File: src/rtl/dbg_pkg.sv
`default_nettype none
// +--------------------------------------------------------------------------+
// | dbg_pkg: shared ACK codes, sequencer states and record widths.           |
// | Revision: 1.0                                                            |
// +--------------------------------------------------------------------------+
package dbg_pkg;

  localparam logic [2:0] ACK_OK      = 3'b001;
  localparam logic [2:0] ACK_WAIT    = 3'b010;
  localparam logic [2:0] ACK_FAULT   = 3'b100;
  localparam logic [2:0] ACK_TIMEOUT = 3'b111;

  typedef enum logic [2:0] {
    ST_IDLE    = 3'd0,
    ST_LAUNCH  = 3'd1,
    ST_RUN     = 3'd2,
    ST_BACKOFF = 3'd3,
    ST_POST    = 3'd4
  } seq_state_t;

  // Command record: {addr32[1:0], rnw, apndp, dwrite}
  function automatic int cmd_rec_w(input int data_w);
    return 4 + data_w;
  endfunction

  // Result record: {ack[2:0], perr, skipped, retries, dread}
  function automatic int res_rec_w(input int data_w, input int retry_w);
    return 5 + data_w + retry_w;
  endfunction

endpackage
`default_nettype wire

File: src/rtl/dbg_sync_fifo.sv
`default_nettype none
// +--------------------------------------------------------------------------+
// | dbg_sync_fifo: show-ahead synchronous FIFO, 2^DEPTH_LOG2 entries.        |
// | Revision: 1.0                                                            |
// +--------------------------------------------------------------------------+
module dbg_sync_fifo #(
  parameter int WIDTH      = 8,
  parameter int DEPTH_LOG2 = 3
) (
  input  logic             clk,
  input  logic             rst,
  input  logic             push,
  input  logic [WIDTH-1:0] din,
  input  logic             pop,
  output logic [WIDTH-1:0] dout,
  output logic             empty,
  output logic             full
);

  localparam int DEPTH = 1 << DEPTH_LOG2;
  localparam logic [DEPTH_LOG2:0] FULL_CNT = (DEPTH_LOG2 + 1)'(DEPTH);

  logic [WIDTH-1:0]      mem [DEPTH];
  logic [DEPTH_LOG2-1:0] wr_ptr;
  logic [DEPTH_LOG2-1:0] rd_ptr;
  logic [DEPTH_LOG2:0]   count;
  logic                  do_push;
  logic                  do_pop;

  // No bypass: a push into an empty FIFO becomes visible on the next cycle.
  assign do_push = push && !full;
  assign do_pop  = pop && !empty;
  assign empty   = (count == '0);
  assign full    = (count == FULL_CNT);
  assign dout    = mem[rd_ptr];

  always_ff @(posedge clk) begin
    if (rst) begin
      wr_ptr <= '0;
      rd_ptr <= '0;
      count  <= '0;
    end else begin
      if (do_push) wr_ptr <= wr_ptr + 1'b1;
      if (do_pop)  rd_ptr <= rd_ptr + 1'b1;
      if (do_push && !do_pop)      count <= count + 1'b1;
      else if (!do_push && do_pop) count <= count - 1'b1;
    end
  end

  always_ff @(posedge clk) begin
    if (do_push) mem[wr_ptr] <= din;
  end

endmodule
`default_nettype wire

File: src/rtl/dbg_xact_queue.sv
`default_nettype none
// +--------------------------------------------------------------------------+
// | dbg_xact_queue: queued SWD transaction sequencer with WAIT retry,        |
// | watchdog and sticky-error skip. Revision: 1.0                            |
// +--------------------------------------------------------------------------+
module dbg_xact_queue
  import dbg_pkg::*;
#(
  parameter int DEPTH_LOG2     = 3,
  parameter int DATA_W         = 32,
  parameter int RETRY_W        = 8,
  parameter int TICKS_PER_USEC = 50,
  parameter int BACKOFF_W      = 16,
  parameter int WDOG_USEC      = 1000
) (
  input  logic                 clk,
  input  logic                 rst,
  input  logic                 cmd_valid,
  output logic                 cmd_ready,
  input  logic [1:0]           cmd_addr32,
  input  logic                 cmd_rnw,
  input  logic                 cmd_apndp,
  input  logic [DATA_W-1:0]    cmd_dwrite,
  output logic                 res_valid,
  input  logic                 res_ready,
  output logic [2:0]           res_ack,
  output logic [DATA_W-1:0]    res_dread,
  output logic                 res_perr,
  output logic                 res_skipped,
  output logic [RETRY_W-1:0]   res_retries,
  input  logic [RETRY_W-1:0]   cfg_retry_limit,
  input  logic [BACKOFF_W-1:0] cfg_backoff_usec,
  input  logic                 err_clr,
  output logic                 sticky_err,
  output logic                 busy,
  output logic                 eng_go,
  output logic [1:0]           eng_addr32,
  output logic                 eng_rnw,
  output logic                 eng_apndp,
  output logic [DATA_W-1:0]    eng_dwrite,
  input  logic                 eng_idle,
  input  logic [2:0]           eng_ack,
  input  logic [DATA_W-1:0]    eng_dread,
  input  logic                 eng_perr
);

  localparam int CMD_W      = cmd_rec_w(DATA_W);
  localparam int RES_W      = res_rec_w(DATA_W, RETRY_W);
  localparam int WDOG_TICKS = WDOG_USEC * TICKS_PER_USEC;
  localparam int WDOG_W     = $clog2(WDOG_TICKS + 1);
  localparam int TICK_W     = $clog2(TICKS_PER_USEC + 1);
  localparam logic [WDOG_W-1:0]    WDOG_LOAD = WDOG_W'(WDOG_TICKS - 1);
  localparam logic [TICK_W-1:0]    TICK_LAST = TICK_W'(TICKS_PER_USEC - 1);
  localparam logic [BACKOFF_W-1:0] USEC_ONE  = BACKOFF_W'(1);

  seq_state_t           state;
  logic                 idle_meta;
  logic                 idle_s;
  logic [RETRY_W-1:0]   retries;
  logic [WDOG_W-1:0]    wdog;
  logic [TICK_W-1:0]    tick_cnt;
  logic [BACKOFF_W-1:0] usec_cnt;

  logic [2:0]           rec_ack;
  logic                 rec_perr;
  logic                 rec_skipped;
  logic [RETRY_W-1:0]   rec_retries;
  logic [DATA_W-1:0]    rec_dread;

  logic [CMD_W-1:0]     cmd_dout;
  logic                 cmd_empty;
  logic                 cmd_full;
  logic [RES_W-1:0]     res_dout;
  logic [RES_W-1:0]     res_out;
  logic                 res_empty;
  logic                 res_full;
  logic                 posting;

  assign posting   = (state == ST_POST);
  assign cmd_ready = !cmd_full;
  assign res_valid = !res_empty;
  assign busy      = (state != ST_IDLE) || !cmd_empty;
  // Result fields read as zero whenever nothing is being presented.
  assign res_out   = res_valid ? res_dout : '0;
  assign {res_ack, res_perr, res_skipped, res_retries, res_dread} = res_out;

  dbg_sync_fifo #(.WIDTH(CMD_W), .DEPTH_LOG2(DEPTH_LOG2)) u_cmd_fifo (
    .clk   (clk),
    .rst   (rst),
    .push  (cmd_valid),
    .din   ({cmd_addr32, cmd_rnw, cmd_apndp, cmd_dwrite}),
    .pop   (posting),
    .dout  (cmd_dout),
    .empty (cmd_empty),
    .full  (cmd_full)
  );

  dbg_sync_fifo #(.WIDTH(RES_W), .DEPTH_LOG2(DEPTH_LOG2)) u_res_fifo (
    .clk   (clk),
    .rst   (rst),
    .push  (posting),
    .din   ({rec_ack, rec_perr, rec_skipped, rec_retries, rec_dread}),
    .pop   (res_ready),
    .dout  (res_dout),
    .empty (res_empty),
    .full  (res_full)
  );

  always_ff @(posedge clk) begin
    if (rst) begin
      state       <= ST_IDLE;
      idle_meta   <= 1'b0;
      idle_s      <= 1'b0;
      retries     <= '0;
      wdog        <= '0;
      tick_cnt    <= '0;
      usec_cnt    <= '0;
      sticky_err  <= 1'b0;
      eng_go      <= 1'b0;
      eng_addr32  <= '0;
      eng_rnw     <= 1'b0;
      eng_apndp   <= 1'b0;
      eng_dwrite  <= '0;
      rec_ack     <= '0;
      rec_perr    <= 1'b0;
      rec_skipped <= 1'b0;
      rec_retries <= '0;
      rec_dread   <= '0;
    end else begin
      idle_meta <= eng_idle;
      idle_s    <= idle_meta;
      // A set later in this block overrides this clear.
      if (err_clr) sticky_err <= 1'b0;

      case (state)
        ST_IDLE: begin
          if (!cmd_empty && !res_full) begin
            if (sticky_err) begin
              rec_ack     <= '0;
              rec_perr    <= 1'b0;
              rec_skipped <= 1'b1;
              rec_retries <= '0;
              rec_dread   <= '0;
              state       <= ST_POST;
            end else begin
              {eng_addr32, eng_rnw, eng_apndp, eng_dwrite} <= cmd_dout;
              retries <= '0;
              eng_go  <= 1'b1;
              wdog    <= WDOG_LOAD;
              state   <= ST_LAUNCH;
            end
          end
        end

        ST_LAUNCH, ST_RUN: begin
          if (wdog == '0) begin
            eng_go      <= 1'b0;
            rec_ack     <= ACK_TIMEOUT;
            rec_perr    <= 1'b1;
            rec_skipped <= 1'b0;
            rec_retries <= retries;
            rec_dread   <= '0;
            sticky_err  <= 1'b1;
            state       <= ST_POST;
          end else begin
            wdog <= wdog - 1'b1;
            if (state == ST_LAUNCH) begin
              if (!idle_s) begin
                eng_go <= 1'b0;
                state  <= ST_RUN;
              end
            end else if (idle_s) begin
              // Engine outputs are stable while idle, so sample them now.
              rec_ack     <= eng_ack;
              rec_perr    <= eng_perr;
              rec_skipped <= 1'b0;
              rec_retries <= retries;
              rec_dread   <= eng_rnw ? eng_dread : '0;
              if (eng_ack == ACK_OK && !eng_perr) begin
                state <= ST_POST;
              end else if (eng_ack == ACK_WAIT && retries < cfg_retry_limit) begin
                retries  <= retries + 1'b1;
                usec_cnt <= cfg_backoff_usec;
                tick_cnt <= '0;
                state    <= ST_BACKOFF;
              end else begin
                sticky_err <= 1'b1;
                state      <= ST_POST;
              end
            end
          end
        end

        ST_BACKOFF: begin
          // Fire on the last tick of the last µs so N µs spans exactly N*TICKS_PER_USEC clk.
          if (usec_cnt == '0 || (usec_cnt == USEC_ONE && tick_cnt == TICK_LAST)) begin
            eng_go <= 1'b1;
            wdog   <= WDOG_LOAD;
            state  <= ST_LAUNCH;
          end else if (tick_cnt == TICK_LAST) begin
            tick_cnt <= '0;
            usec_cnt <= usec_cnt - 1'b1;
          end else begin
            tick_cnt <= tick_cnt + 1'b1;
          end
        end

        ST_POST: state <= ST_IDLE;

        default: state <= ST_IDLE;
      endcase
    end
  end

endmodule
`default_nettype wire

File: config.mk
export PLATFORM = sky130hd
export DESIGN_NAME = dbg_xact_queue
export DESIGN_NICKNAME = d
export VERILOG_FILES = /design/src/rtl/dbg_pkg.sv /design/src/rtl/dbg_sync_fifo.sv /design/src/rtl/dbg_xact_queue.sv
export SDC_FILE = /design/constraint.sdc
export NUM_CORES = 1
export LEC_CHECK = 0
export ABC_AREA = 1
export CAP_MARGIN = 40
export CORE_UTILIZATION = 32
export CTS_BUF_LIST = sky130_fd_sc_hd__clkbuf_8
export DETAILED_ROUTE_END_ITERATION = 6
export HOLD_SLACK_MARGIN = 0.1
export SLEW_MARGIN = 5
export SYNTH_ARGS = -nofsm -noshare
export SYNTH_HDL_FRONTEND = slang
export SYNTH_SLANG_ARGS = --single-unit
File: constraint.sdc
create_clock -name clk -period 4.5 [get_ports clk]
set_input_delay 0.675 -clock clk [delete_from_list [all_inputs] [get_ports clk]]
set_output_delay 0.675 -clock clk [all_outputs]
set_load 0.05 [all_outputs]
### Yosys cells after proc, flatten, opt, wreduce, memory -nomap -nowiden

Memories as Yosys holds them, arrays and structs flattened. A register that Yosys moved wholly into a read port is not among the register bits.
Cells that the tools add are included.

* $add $sub $neg: 12
* $lt $le $gt $ge: 1
* equality and inequality tests: 27
* multiplexer cells: 95
* bitwise operators: 1
* reduce and logical (&&, ||, !) cells: 43

Operators with widths (count)
* $mux W32: 6
* $mux W16: 11
* $mux W8: 12
* $pmux W32 S2: 1
* $mux W3: 16
* $pmux W16 S3: 1
* $mux W45: 1
* $mux W6: 7
* $logic_not A16 Y1: 2
* $pmux W16 S2: 1
* $pmux W8 S2: 2
* $sub A16 B1 Y16 const B: 2
* $mux W1: 27
* $ne A2 B2 Y1 const B: 11
* $eq A16 B1 Y1 const B: 1
* $mux W4: 4
* $reduce_and A8 Y1: 2
* $add A3 B1 Y3 const B: 4
* $logic_and A1 B1 Y1: 12
* $ne A3 B3 Y1 const B: 4
* $pmux W6 S2: 1
* $reduce_and A5 Y1: 2
* $eq A3 B2 Y1 const B: 3
* $logic_not A1 Y1: 9
* 25 further kinds: 37

* register bits: 118
* RAM bits: 648
* logic and storage cells: 201
* memories: 2

Memory list
* u_res_fifo.mem: depth 8, bits a word 45, rd ports 1, clocked after memory_dff 1, wr ports 1, RTL line dbg_sync_fifo.sv:23 `logic [WIDTH-1:0] mem [DEPTH];`
* u_cmd_fifo.mem: depth 8, bits a word 36, rd ports 1, clocked after memory_dff 1, wr ports 1, RTL line dbg_sync_fifo.sv:23

### Longest topological paths before layout

Gate-level depths: netlist (run 1).

* depth in word-level cells: 8
* mapped depth: 15
* gate-level depth less buffers: 15

### By module

From an unflattened synthesis (run 1), not the netlist that was laid out.

* cells, all modules: 3345
* area, all modules: 34025.1 um^2

By module, submodules not included
* dbg_sync_fifo at u_res_fifo: instances 1, cells an instance 1198, area each 14749.1 um^2, seq. area each 11070.6 um^2
* dbg_sync_fifo at u_cmd_fifo: instances 1, cells an instance 1054, area each 12115.4 um^2, seq. area each 8908.5 um^2
* dbg_xact_queue: instances 1, cells an instance 1093, area each 7160.6 um^2, seq. area each 2682.6 um^2

### Worst setup path before layout (run 1)

OpenSTA, ideal clock, no wires.

* path kind: register to register
* start point: register state[2]
* end point: memory u_res_fifo.mem[0][0] in the netlist's numbering, enable pin
* library setup time: 0.448 ns
* arrival: 2.838 ns
* path slack: 1.214 ns
* stages on the path, launching flop included: 7
* path buffers: 0
* period minus slack after synthesis: 3.286 ns
* cells stage by stage: dfxtp_1 -> inv_1 -> nor3_1 -> nand2_1 -> inv_1 -> nand2_1 -> nor2_1

* cells in the longest elaborated chain, start to end: 4

Ends and longest elaborated chain
* start, declared: RTL line dbg_xact_queue.sv:56 `seq_state_t state;`
* start signal, assigned: RTL line dbg_xact_queue.sv:111 `state <= ST_IDLE;`
* start signal, assigned: RTL line dbg_xact_queue.sv:144 `state <= ST_POST;`
* start signal, assigned: RTL line dbg_xact_queue.sv:150 `state <= ST_LAUNCH;`
* $eq A3 B3 Y1: RTL line dbg_xact_queue.sv:79 `assign posting = (state == ST_POST);`
* $logic_and A1 B1 Y1: RTL line dbg_sync_fifo.sv:31 `assign do_push = push && !full;`
* net u_res_fifo.do_push: RTL line dbg_sync_fifo.sv:27 `logic do_push;`
* $mux W1: RTL line dbg_sync_fifo.sv:51 `if (do_push) mem[wr_ptr] <= din;`
* $mux W1 (implied by the code): RTL line dbg_sync_fifo.sv:51
* end, declared: RTL line dbg_sync_fifo.sv:23

The timed path passes the listed nets, and every way through them passes these cells.

==> results.tsv, run 1 <==
stage	metric	value	unit
status	outcome	finished clean	
detailed_routing	drtIter0Drc	1583	
logic_synthesis	synth-compound-area-share	0.1295	
detailed_routing	wl_per_cell	17.97	um
logic_synthesis	synth_cell_type_count	44	
setup_path	worst-setup-path-type	flop to primary output	
sta	finalSetupViolations	0	
sta	period_share	0.9483	
floorplanning	start_util	0.3243	
layout	drive_gt1_frac	0.1062	
detailed_routing	drcViolationCount	0	
clock_network	path_clk_slew	0.06	ns
clock_network	cts_setup_buffers	0	
clock_network	cts_hold_buf	0	
placement	portBuffers	187	
hold_path	hp-class	input pin to flop	
logic_synthesis	synthAdderAreaFrac	0.01005	
grt	grt_max_degree	133	
sta	whs	0.3341	ns
detailed_routing	top_layer	met5	
grt	antenna_found_initial	7	
clock_network	htree_num_levels	4	
logic_synthesis	yosys.area_share.simple	0.1245	
logic_synthesis	synth-warning-count	0	
sta	fin_crit	4.267	ns
sta	fmax	234.3	MHz
sta	clock_skew	0.05095	ns
floorplanning	core_area	100600	um2
power	power_leakage	13.58	nW
logic_synthesis	synth_mux_area_frac	0	
sta	relSlewSlack	0.4397	
layout	final_cell_mix	648 x edfxtp_1, 539 x nor2_1, 469 x o21ai_0	
layout	final_common_cell	edfxtp_1	
sta	tns	0	ns
clock_network	clk_latency	0.82	ns
sta	rsz0062_at_grt	false	
layout	num-nets-final	3242	
job	maxCapViolCount	0	
logic_synthesis	synthesis.area	32620	um2
clock_network	cts_tree	done	
floorplanning	io_pins	188	
clock_network	cts_root_buf	clkbuf_8	
floorplanning	fp-row-count	116	
floorplanning	die-area	103200	um2
setup_path	critPathLaunchType	flop	
setup_path	worstPathRequired	3.83	ns
clock_network	post_cts_resized	0	
grt	grt_pass1_vias	21690	
logic_synthesis	synth_top_family_by_area	compound AO/OA/AOI/OAI gates	
grt	grt_pass1_wl	125700	um
detailed_routing	first_pass_iters	5	
logic_synthesis	ys_ff_latch	805	
layout	area_growth	19.09	%
sta	worstMarginPinSlew	0.8395	ns
layout	fillers	9641	
detailed_routing	wl_met3	5519	um
detailed_routing	ant_nets	0	
placement	dp_hpwl	46540	um
logic_synthesis	synth_xor_area_frac	0.005907	
placement	dp_slack	1.093	ns
floorplanning	fp.dieW	321.3	um
setup_path	critPathArrivalTime	3.59	ns
detailed_routing	vias	22410	
placement	gp_congestion	0.7829	
logic_synthesis	ys_seq_area_frac	0.6929	
clock_network	clk_path_buf_depth	3	
logic_synthesis	synthCells	2913	
sta	hold_viol	0	
setup_path	r2r_start	u_cmd_fifo.rd_ptr[0]$_SDFFE_PP0P_	
clock_network	cts_inserted_buffers	138	
detailed_routing	met2_length	38770	um
layout	ff_latch_area	22620	um2
sta	layout_setup_ws	0.2325	ns
layout	multi_input_area	8942	um2
grt	grt-ovfl-total	0	
power	ir_worst_vdd	381.2	uV
setup_path	crit_path_max_fanout	60	
floorplanning	die_h	321.3	um
logic_synthesis	syn_area_per_cell	11.20	um2
setup_path	cp-end-kind	primary output	
grt	grt.total_usage	0.1584	
detailed_routing	routed_wirelength	82480	um
detailed_routing	vias_per_cell	4.883	
power	power_density	606.4	nW/um2
hold_path	hp-start	rst	
detailed_routing	met1_length	36370	um
clock_network	clock-sinks	805	
logic_synthesis	synth_fp_nets	3040	
sta	finalMaxSlewViolations	0	
[flip-flops by register name, summed over array words and instances (netlist names), 4 cells and up, named ones only]
name              flops
eng_dwrite           32
rec_retries           8
rec_dread            32
retries               8
u_res_fifo.mem      360
usec_cnt             16
wdog                 16
u_res_fifo.count      4
u_cmd_fifo.mem      288
u_cmd_fifo.count      4
tick_cnt              6
[path summary, 6_finish.rpt]
| check | endpoint | slack (ns) | depth (start not counted) |
|---|---|---|---|
| max | res_dread[30] | 0.23 | 6 |
| min | idle_meta$_SDFF_PP0_ | 0.33 | 2 |
| max reg2reg | eng_dwrite[29]$_SDFFE_PP0P_ | 1.43 | 6 |
| min reg2reg | idle_s$_SDFF_PP0_ | 0.42 | 2 |
[critical path, cell delays in order (launching register included)]
cell	delay, ns
dfxtp_4	0.85
inv_2	0.15
buf_12	0.24
nor2_1	0.12
o21ai_0	0.08
a31oi_1	0.41
clkdlybuf4s50_1	0.90
[through the flow]
step | power, W | cells | instance area (um2) | utilization
5_1_grt | 0.02492 | 4588 | 38840 | 0.3862
3_5_place_dp | 0.01729 | 4332 | 36100 | 0.3589
6_report | 0.02356 | 4590 | 38850 | 0.3862
2_1_floorplan | 0.01470 | 2913 | 32620 | -
3_3_place_gp | 0.01720 | 4330 | 36060 | 0.3585
4_1_cts | 0.02382 | 4586 | 38840 | 0.3861
[area by class of cell]
class,instances,share of cell area
Sequential cell,805,0.5822
Timing Repair Buffer,235,0.06055
Antenna cell,4,0.0002577
Inverter,129,0.01275
Multi-Input combinational cell,1806,0.2302
Clock inverter,97,0.01472
Tap cell,1357,0.04371
Clock buffer,157,0.05563
[synth_stat cells (all sizes together)]
cell    number  area (um2)
edfxtp     648       19460
nor2       570        2225
o21ai      473        2367
nand2      304        1206
dfxtp      157        3143
a21oi      138       713.2
clkbuf     130       491.7
inv        126       475.5
o22ai       82       513.0
nand3       59       342.8
a31oi       47       294.0
buf         43       226.5
o221ai      36       315.3
nand4       26       162.7
ha          23       287.8
xor2        17       148.9
nor3        11       60.06
or2          6       37.54
xnor2        5       43.79
clkinv       3       16.27
fa           2       40.04
nor3b        2       15.01
o31ai        2       15.01
and2         1       6.260
nor4         1       6.260
o21bai       1       7.510
[layer usage]
layer	vias to the layer above	track usage
met5	-	0
met4	8	0.05799
met3	149	0.03897
met2	628	0.2567
met1	10830	0.2048
li1	10800	-
[power by group]
group / total, W / internal, W / switching (W)
registers: 0.00910 / 0.00863 / 0.000479
logic: 0.00800 / 0.00233 / 0.00567
clock network: 0.00646 / 0.00341 / 0.00305
total: 0.0236 / 0.0144 / 0.00919
[kinds of logic (layout without fill, tap and decap cells)]
group	after synthesis	after routing
adders and majority gates	25	25
other	0	4
DFF	805	805
and+or+nand+nor	980	980
xor gates and xnor gates	22	22
buffers and inverters	302	618
AOI/OAI and AO/OA	779	779
Note: power is estimated with default switching activity, not from simulation.
==> run 2, diff against run 1 <==
--- a/config.mk
+++ b/config.mk
@@ -7,6 +7,7 @@
 export LEC_CHECK = 0
 export ABC_AREA = 1
 export CAP_MARGIN = 40
+export CORE_MARGIN = 2
 export CORE_UTILIZATION = 32
 export CTS_BUF_LIST = sky130_fd_sc_hd__clkbuf_8
 export DETAILED_ROUTE_END_ITERATION = 6
==> constraint.sdc (replaced) <==
create_clock -name clk -period 4 [get_ports clk]
set_input_delay 0.6 -clock clk [delete_from_list [all_inputs] [get_ports clk]]
set_output_delay 0.6 -clock clk [all_outputs]
set_load 0.05 [all_outputs]
==> results.tsv, run 2 (same netlist as run 1, synthesis figures left out) <==
stage	metric	value	unit
hold_path	hold_end	idle_meta$_SDFF_PP0_	
floorplanning	fp-row-count	117	
detailed_routing	drtIter0Drc	1659	
sta	worstMarginPinSlew	0.8827	ns
setup_path	crit_path_max_fanout	45	
layout	final_common_cell	edfxtp_1	
clock_network	post_cts_resized	0	
detailed_routing	drcViolationCount	0	
detailed_routing	routed_wirelength	83450	um
layout	area_growth	19.11	%
setup_path	r2r_end	u_cmd_fifo.count[3]$_SDFFE_PP0P_	
clock_network	cts_inserted_buffers	138	
layout	largest_reg_flops	360	
detailed_routing	vias	22530	
sta	finalMaxSlewViolations	0	
sta	relSlewSlack	0.4116	
grt	grt_pass1_vias	21540	
detailed_routing	vias_per_cell	4.896	
floorplanning	die_h	323.3	um
hold_path	hp-start	eng_idle	
layout	largest-register	u_res_fifo.mem	
grt	grt.total_usage	0.1572	
clock_network	clk_path_buf_depth	3	
placement	dp_cells	4343	
setup_path	cp-end-kind	primary output	
layout	reg.largest.list	u_res_fifo.mem (360), u_cmd_fifo.mem (288)	
clock_network	cts_tree	done	
setup_path	worst-setup-path-type	flop to primary output	
hold_path	hp-class	input pin to flop	
grt	grt-ovfl-total	0	
grt	antenna_found_initial	4	
grt	grt_max_degree	125	
grt	grt_pass1_wl	126700	um
sta	fmax	288.0	MHz
setup_path	critPathLaunchType	flop	
placement	dp_hpwl	45420	um
clock_network	clk_latency	0.81	ns
power	power_leakage	13.65	nW
layout	num-nets-final	3243	
placement	place_area	36150	um2
layout	final_cells	4602	
sta	tns	0	ns
layout	final_cell_mix	648 x edfxtp_1, 539 x nor2_1, 469 x o21ai_0	
setup_path	critPathArrivalTime	2.87	ns
detailed_routing	first_pass_iters	5	
setup_path	reg2reg_slack	1.17	ns
clock_network	htree_num_levels	4	
setup_path	r2r_start	state[2]$_SDFFE_PP0P_	
power	ir_worst_vdd	432.8	uV
sta	whs	0.3884	ns
layout	final_area	38850	um2
floorplanning	start_util	0.3215	
clock_network	path_clk_slew	0.06	ns
sta	period_share	0.8680	
power	power_density	678.8	nW/um2
floorplanning	die-area	104500	um2
detailed_routing	wl_per_cell	18.13	um
status	outcome	finished clean	
layout	drive_gt1_frac	0.1133	
setup_path	worstPathRequired	3.40	ns
layout	fillers	9809	
sta	rsz0062_at_grt	false	
floorplanning	core_area	101400	um2
job	maxCapViolCount	0	
floorplanning	io_pins	188	
placement	gp_congestion	0.7758	
detailed_routing	ant_nets	0	
placement	portBuffers	187	
floorplanning	fp.dieW	323.3	um
setup_path	r2r_cells	14	
layout	final_util	0.3830	
sta	hold_viol	0	
hold_path	hold_path_depth	3	
sta	finalSetupViolations	0	
sta	fin_crit	3.472	ns
sta	clock_skew	0.04409	ns
clock_network	clock-sinks	805	
clock_network	cts_root_buf	clkbuf_8	
[run 2: changes by cell type in the layout (fill, tap and decap cells not counted), moves of 2 or more]
cell / before / now
buf_4: 51 / 74
clkinv_1: 21 / 27
clkdlybuf4s50_1: 172 / 141
buf_12: 11 / 18
inv_1: 161 / 164
clkinv_2: 12 / 7
inv_12: 2 / 4
clkbuf_8: 157 / 152
[run 2: area by class of cell]
type                    instances  area (um2)  area share
multi-input cells            1806        8942      0.2302
diodes                          3       7.507   0.0001932
inverters                     129       496.7     0.01278
flip-flops and latches        805       22610      0.5820
clock inverters               103       598.1     0.01539
well taps                    1368        1712     0.04405
clock buffers                 152        2092     0.05384
repair buffers                236        2392     0.06157
[run 2: layer usage]
| layer | global-route usage | part of all wire | vias to the layer above |
|---|---|---|---|
| li1 | - | - | 10810 |
| met1 | 0.2105 | 0.46 | 10970 |
| met2 | 0.2496 | 0.46 | 619 |
| met3 | 0.03738 | 0.062 | 132 |
| met4 | 0.05354 | 0.019 | 6 |
| met5 | 0 | 0.00042 | - |
[run 2: worst max-delay path by stage]
| stage | cells past startpoint | to | slack [ns] | start |
|---|---|---|---|---|
| floorplan | 6 | u_res_fifo.mem[0][0]$_DFFE_PP_ | 0.71 | state[2]$_SDFFE_PP0P_ |
| global placement | 12 | usec_cnt[2]$_SDFFE_PP0P_ | 1.04 | cfg_retry_limit[5] |
| detailed placement | 12 | usec_cnt[2]$_SDFFE_PP0P_ | 0.99 | cfg_retry_limit[5] |
| CTS | 6 | res_dread[15] | 0.37 | flop |
| global route | 7 | res_dread[10] | 0.32 | flop |
| finish | 6 | res_dread[15] | 0.53 | flop |
[run 2: critical path, stage by stage (launching register included)]
cell,delay [ns]
dfxtp_2,0.53
buf_4,0.53
o21ai_0,0.18
o22ai_1,0.21
o21ai_0,0.10
a31oi_1,0.24
buf_4,0.25
[run 2: where the power goes]
| group | switching [W] | internal, W | leakage, nW |
|---|---|---|---|
| clock network | 0.00346 | 0.00370 | 1.56 |
| logic | 0.00641 | 0.00260 | 4.85 |
| registers | 0.000496 | 0.00970 | 7.23 |
[run 2: stage by stage]
step | power, W | worst slack (ns)
6_report | 0.02638 | 0.5282
3_5_place_dp | 0.01944 | 0.9864
2_1_floorplan | 0.01654 | 0.7140
3_3_place_gp | 0.01934 | 1.037
5_1_grt | 0.02792 | 0.3165
4_1_cts | 0.02666 | 0.3749
[run 2: repair_timing]
action,in CTS,in global routing
hold endpoints to repair,6,0
hold buffers,1,0
buffers inserted,0,0
==> run 3, diff against run 2 <==
--- a/config.mk
+++ b/config.mk
@@ -8,11 +8,11 @@
 export ABC_AREA = 1
 export CAP_MARGIN = 40
 export CORE_MARGIN = 2
-export CORE_UTILIZATION = 32
+export CORE_UTILIZATION = 35
 export CTS_BUF_LIST = sky130_fd_sc_hd__clkbuf_8
 export DETAILED_ROUTE_END_ITERATION = 6
 export HOLD_SLACK_MARGIN = 0.1
-export SLEW_MARGIN = 5
+export SLEW_MARGIN = 20
 export SYNTH_ARGS = -nofsm -noshare
 export SYNTH_HDL_FRONTEND = slang
 export SYNTH_SLANG_ARGS = --single-unit
==> constraint.sdc (replaced) <==
create_clock -name clk -period 3.8 [get_ports clk]
set_input_delay 0.57 -clock clk [delete_from_list [all_inputs] [get_ports clk]]
set_output_delay 0.57 -clock clk [all_outputs]
set_load 0.05 [all_outputs]
==> results.tsv, run 3 (same netlist as run 1, synthesis figures left out) <==
stage	metric	value	unit
status	outcome	finished clean	
clock_network	cts_root_buf	clkbuf_8	
clock_network	cts_inserted_buffers	134	
grt	grt_pass1_vias	21680	
sta	clock_skew	0.04250	ns
power	p_switching	0.01101	W
detailed_routing	ant_nets	0	
detailed_routing	drtIter0Drc	1727	
power	ir_worst_vdd	416.5	uV
power	swShare	0.3868	
power	combPwrFrac	0.369	
floorplanning	die-area	95650	um2
floorplanning	start_util	0.3542	
power	power.total	0.02845	W
detailed_routing	vias_per_cell	4.983	
power	pwr-share-clk	0.252	
layout	reg.largest.list	u_res_fifo.mem (360), u_cmd_fifo.mem (288)	
layout	final_cell_mix	648 x edfxtp_1, 539 x nor2_1, 469 x o21ai_0	
placement	portBuffers	187	
setup_path	r2r_cells	7	
floorplanning	die_h	309.3	um
sta	whs	0.2956	ns
placement	dp_hpwl	45550	um
detailed_routing	vias	22300	
layout	final_common_cell	edfxtp_1	
detailed_routing	wl_per_cell	18.29	um
grt	grt.total_usage	0.1710	
job	maxCapViolCount	0	
clock_network	cts_tree	done	
sta	hold_viol	0	
floorplanning	core_area	92080	um2
sta	finalSetupViolations	0	
setup_path	critPathArrivalTime	3.03	ns
clock_network	clk_latency	0.82	ns
sta	finalMaxSlewViolations	0	
hold_path	hold_path_depth	3	
layout	largest_reg_flops	360	
power	seqPwrFrac	0.378	
detailed_routing	routed_wirelength	81830	um
sta	relSlewSlack	0.5096	
grt	antenna_found_initial	8	
sta	fmax	278.0	MHz
clock_network	htree_num_levels	4	
floorplanning	fp.dieW	309.3	um
setup_path	crit_path_max_fanout	44	
detailed_routing	drcViolationCount	0	
grt	grt_max_degree	80	
floorplanning	fp-row-count	111	
layout	area_growth	20.42	%
layout	final_cells	4475	
clock_network	clock-sinks	805	
sta	worstMarginPinSlew	0.7349	ns
setup_path	cp-end-kind	primary output	
grt	grt_pass1_wl	125400	um
hold_path	hp-class	input pin to flop	
layout	num-nets-final	3246	
power	power_density	724.4	nW/um2
setup_path	critPathLaunchType	flop	
power	power_leakage	13.83	nW
sta	tns	0	ns
sta	rsz0062_at_grt	false	
clock_network	clk_path_buf_depth	3	
setup_path	worstPathRequired	3.23	ns
sta	period_share	0.9465	
layout	largest-register	u_res_fifo.mem	
floorplanning	io_pins	188	
setup_path	worst-setup-path-type	flop to primary output	
clock_network	path_clk_slew	0.06	ns
placement	dp_cells	4220	
sta	fin_crit	3.597	ns
grt	grt-ovfl-total	0	
power	p_int	0.01745	W
placement	gp_congestion	0.8009	
detailed_routing	first_pass_iters	7	
layout	drive_gt1_frac	0.1140	
==> run 3: cell types whose count changed in the layout (fill, tap and decap cells not counted), moves of 2 or more <==
cell,delta
a31oi_1,-3
a31oi_2,+3
buf_12,+52
buf_4,-47
clkbuf_8,-11
clkinv_1,-12
clkinv_2,+4
clkinvlp_4,+2
inv_1,+11
inv_12,-2
==> run 3: repair_timing <==
action	4_1_cts	5_1_grt
hold endpoints to repair	15	0
endpoints found under the setup margin	4	2
hold buffers	1	0
pin swaps	0	0
gates resized for setup	1	3
setup buffers	1	0
==> run 3: final cells by class <==
cell class / count / area (um2)
tap: 1243 / 1555
sequential: 805 / 22620
timing repair buffer: 243 / 3119
clock inverter: 105 / 584.3
inverter: 129 / 496.7
antenna: 3 / 7.507
fill: 8512 / 52800
multi-input combinational: 1806 / 8961
clock buffer: 141 / 1941
==> run 3: power groups by stage <==
stage	registers (W)	clock network [W]	logic [W]
after floorplan	0.0112	0	0.00624
after global placement	0.0110	0	0.0103
after detailed placement	0.0110	0	0.0104
after CTS	0.0108	0.00738	0.0105
after global routing	0.0108	0.00773	0.0115
final	0.0108	0.00718	0.0105
==> run 3: path summary, 6_finish.rpt <==
| kind | start | end | slack (ns) |
|---|---|---|---|
| worst max-delay path | flop | res_retries[2] | 0.20 |
| worst max register to register | state[2]$_SDFFE_PP0P_ | u_res_fifo.mem[0][26]$_DFFE_PP_ | 1.05 |
| worst min-delay path | eng_idle | idle_meta$_SDFF_PP0_ | 0.30 |
| worst min register to register | idle_meta$_SDFF_PP0_ | idle_s$_SDFF_PP0_ | 0.45 |
==> run 3: metal layers <==
metal  up-vias  track usage  wire, um  part of all wire
met5         -            0        69           0.00084
met4        10      0.05803      1723             0.021
met3       132      0.03661      5321             0.065
met2       663       0.2744     38620              0.47
met1     10690       0.2303     36090              0.44
li1      10800            -         -                 -
==> run 3: worst max-delay path, stage by stage (launching register included) <==
cell and delay [ns]:
dfxtp_4 0.49, inv_2 0.11, buf_4 0.46, o21ai_0 0.18, o22ai_1 0.15, o21ai_0 0.11
a31oi_1 0.48, buf_12 0.21
==> run 3: metrics by stage <==
| stage | worst slack [ns] | util | area [um2] |
|---|---|---|---|
| after floorplan | 0.5140 | - | 32620 |
| final | 0.2032 | 0.4266 | 39280 |
| after global placement | 0.8832 | 0.3972 | 36570 |
| after detailed placement | 0.8918 | 0.3974 | 36590 |
| after CTS | 0.06678 | 0.4252 | 39150 |
| after global routing | 0.02139 | 0.4266 | 39280 |
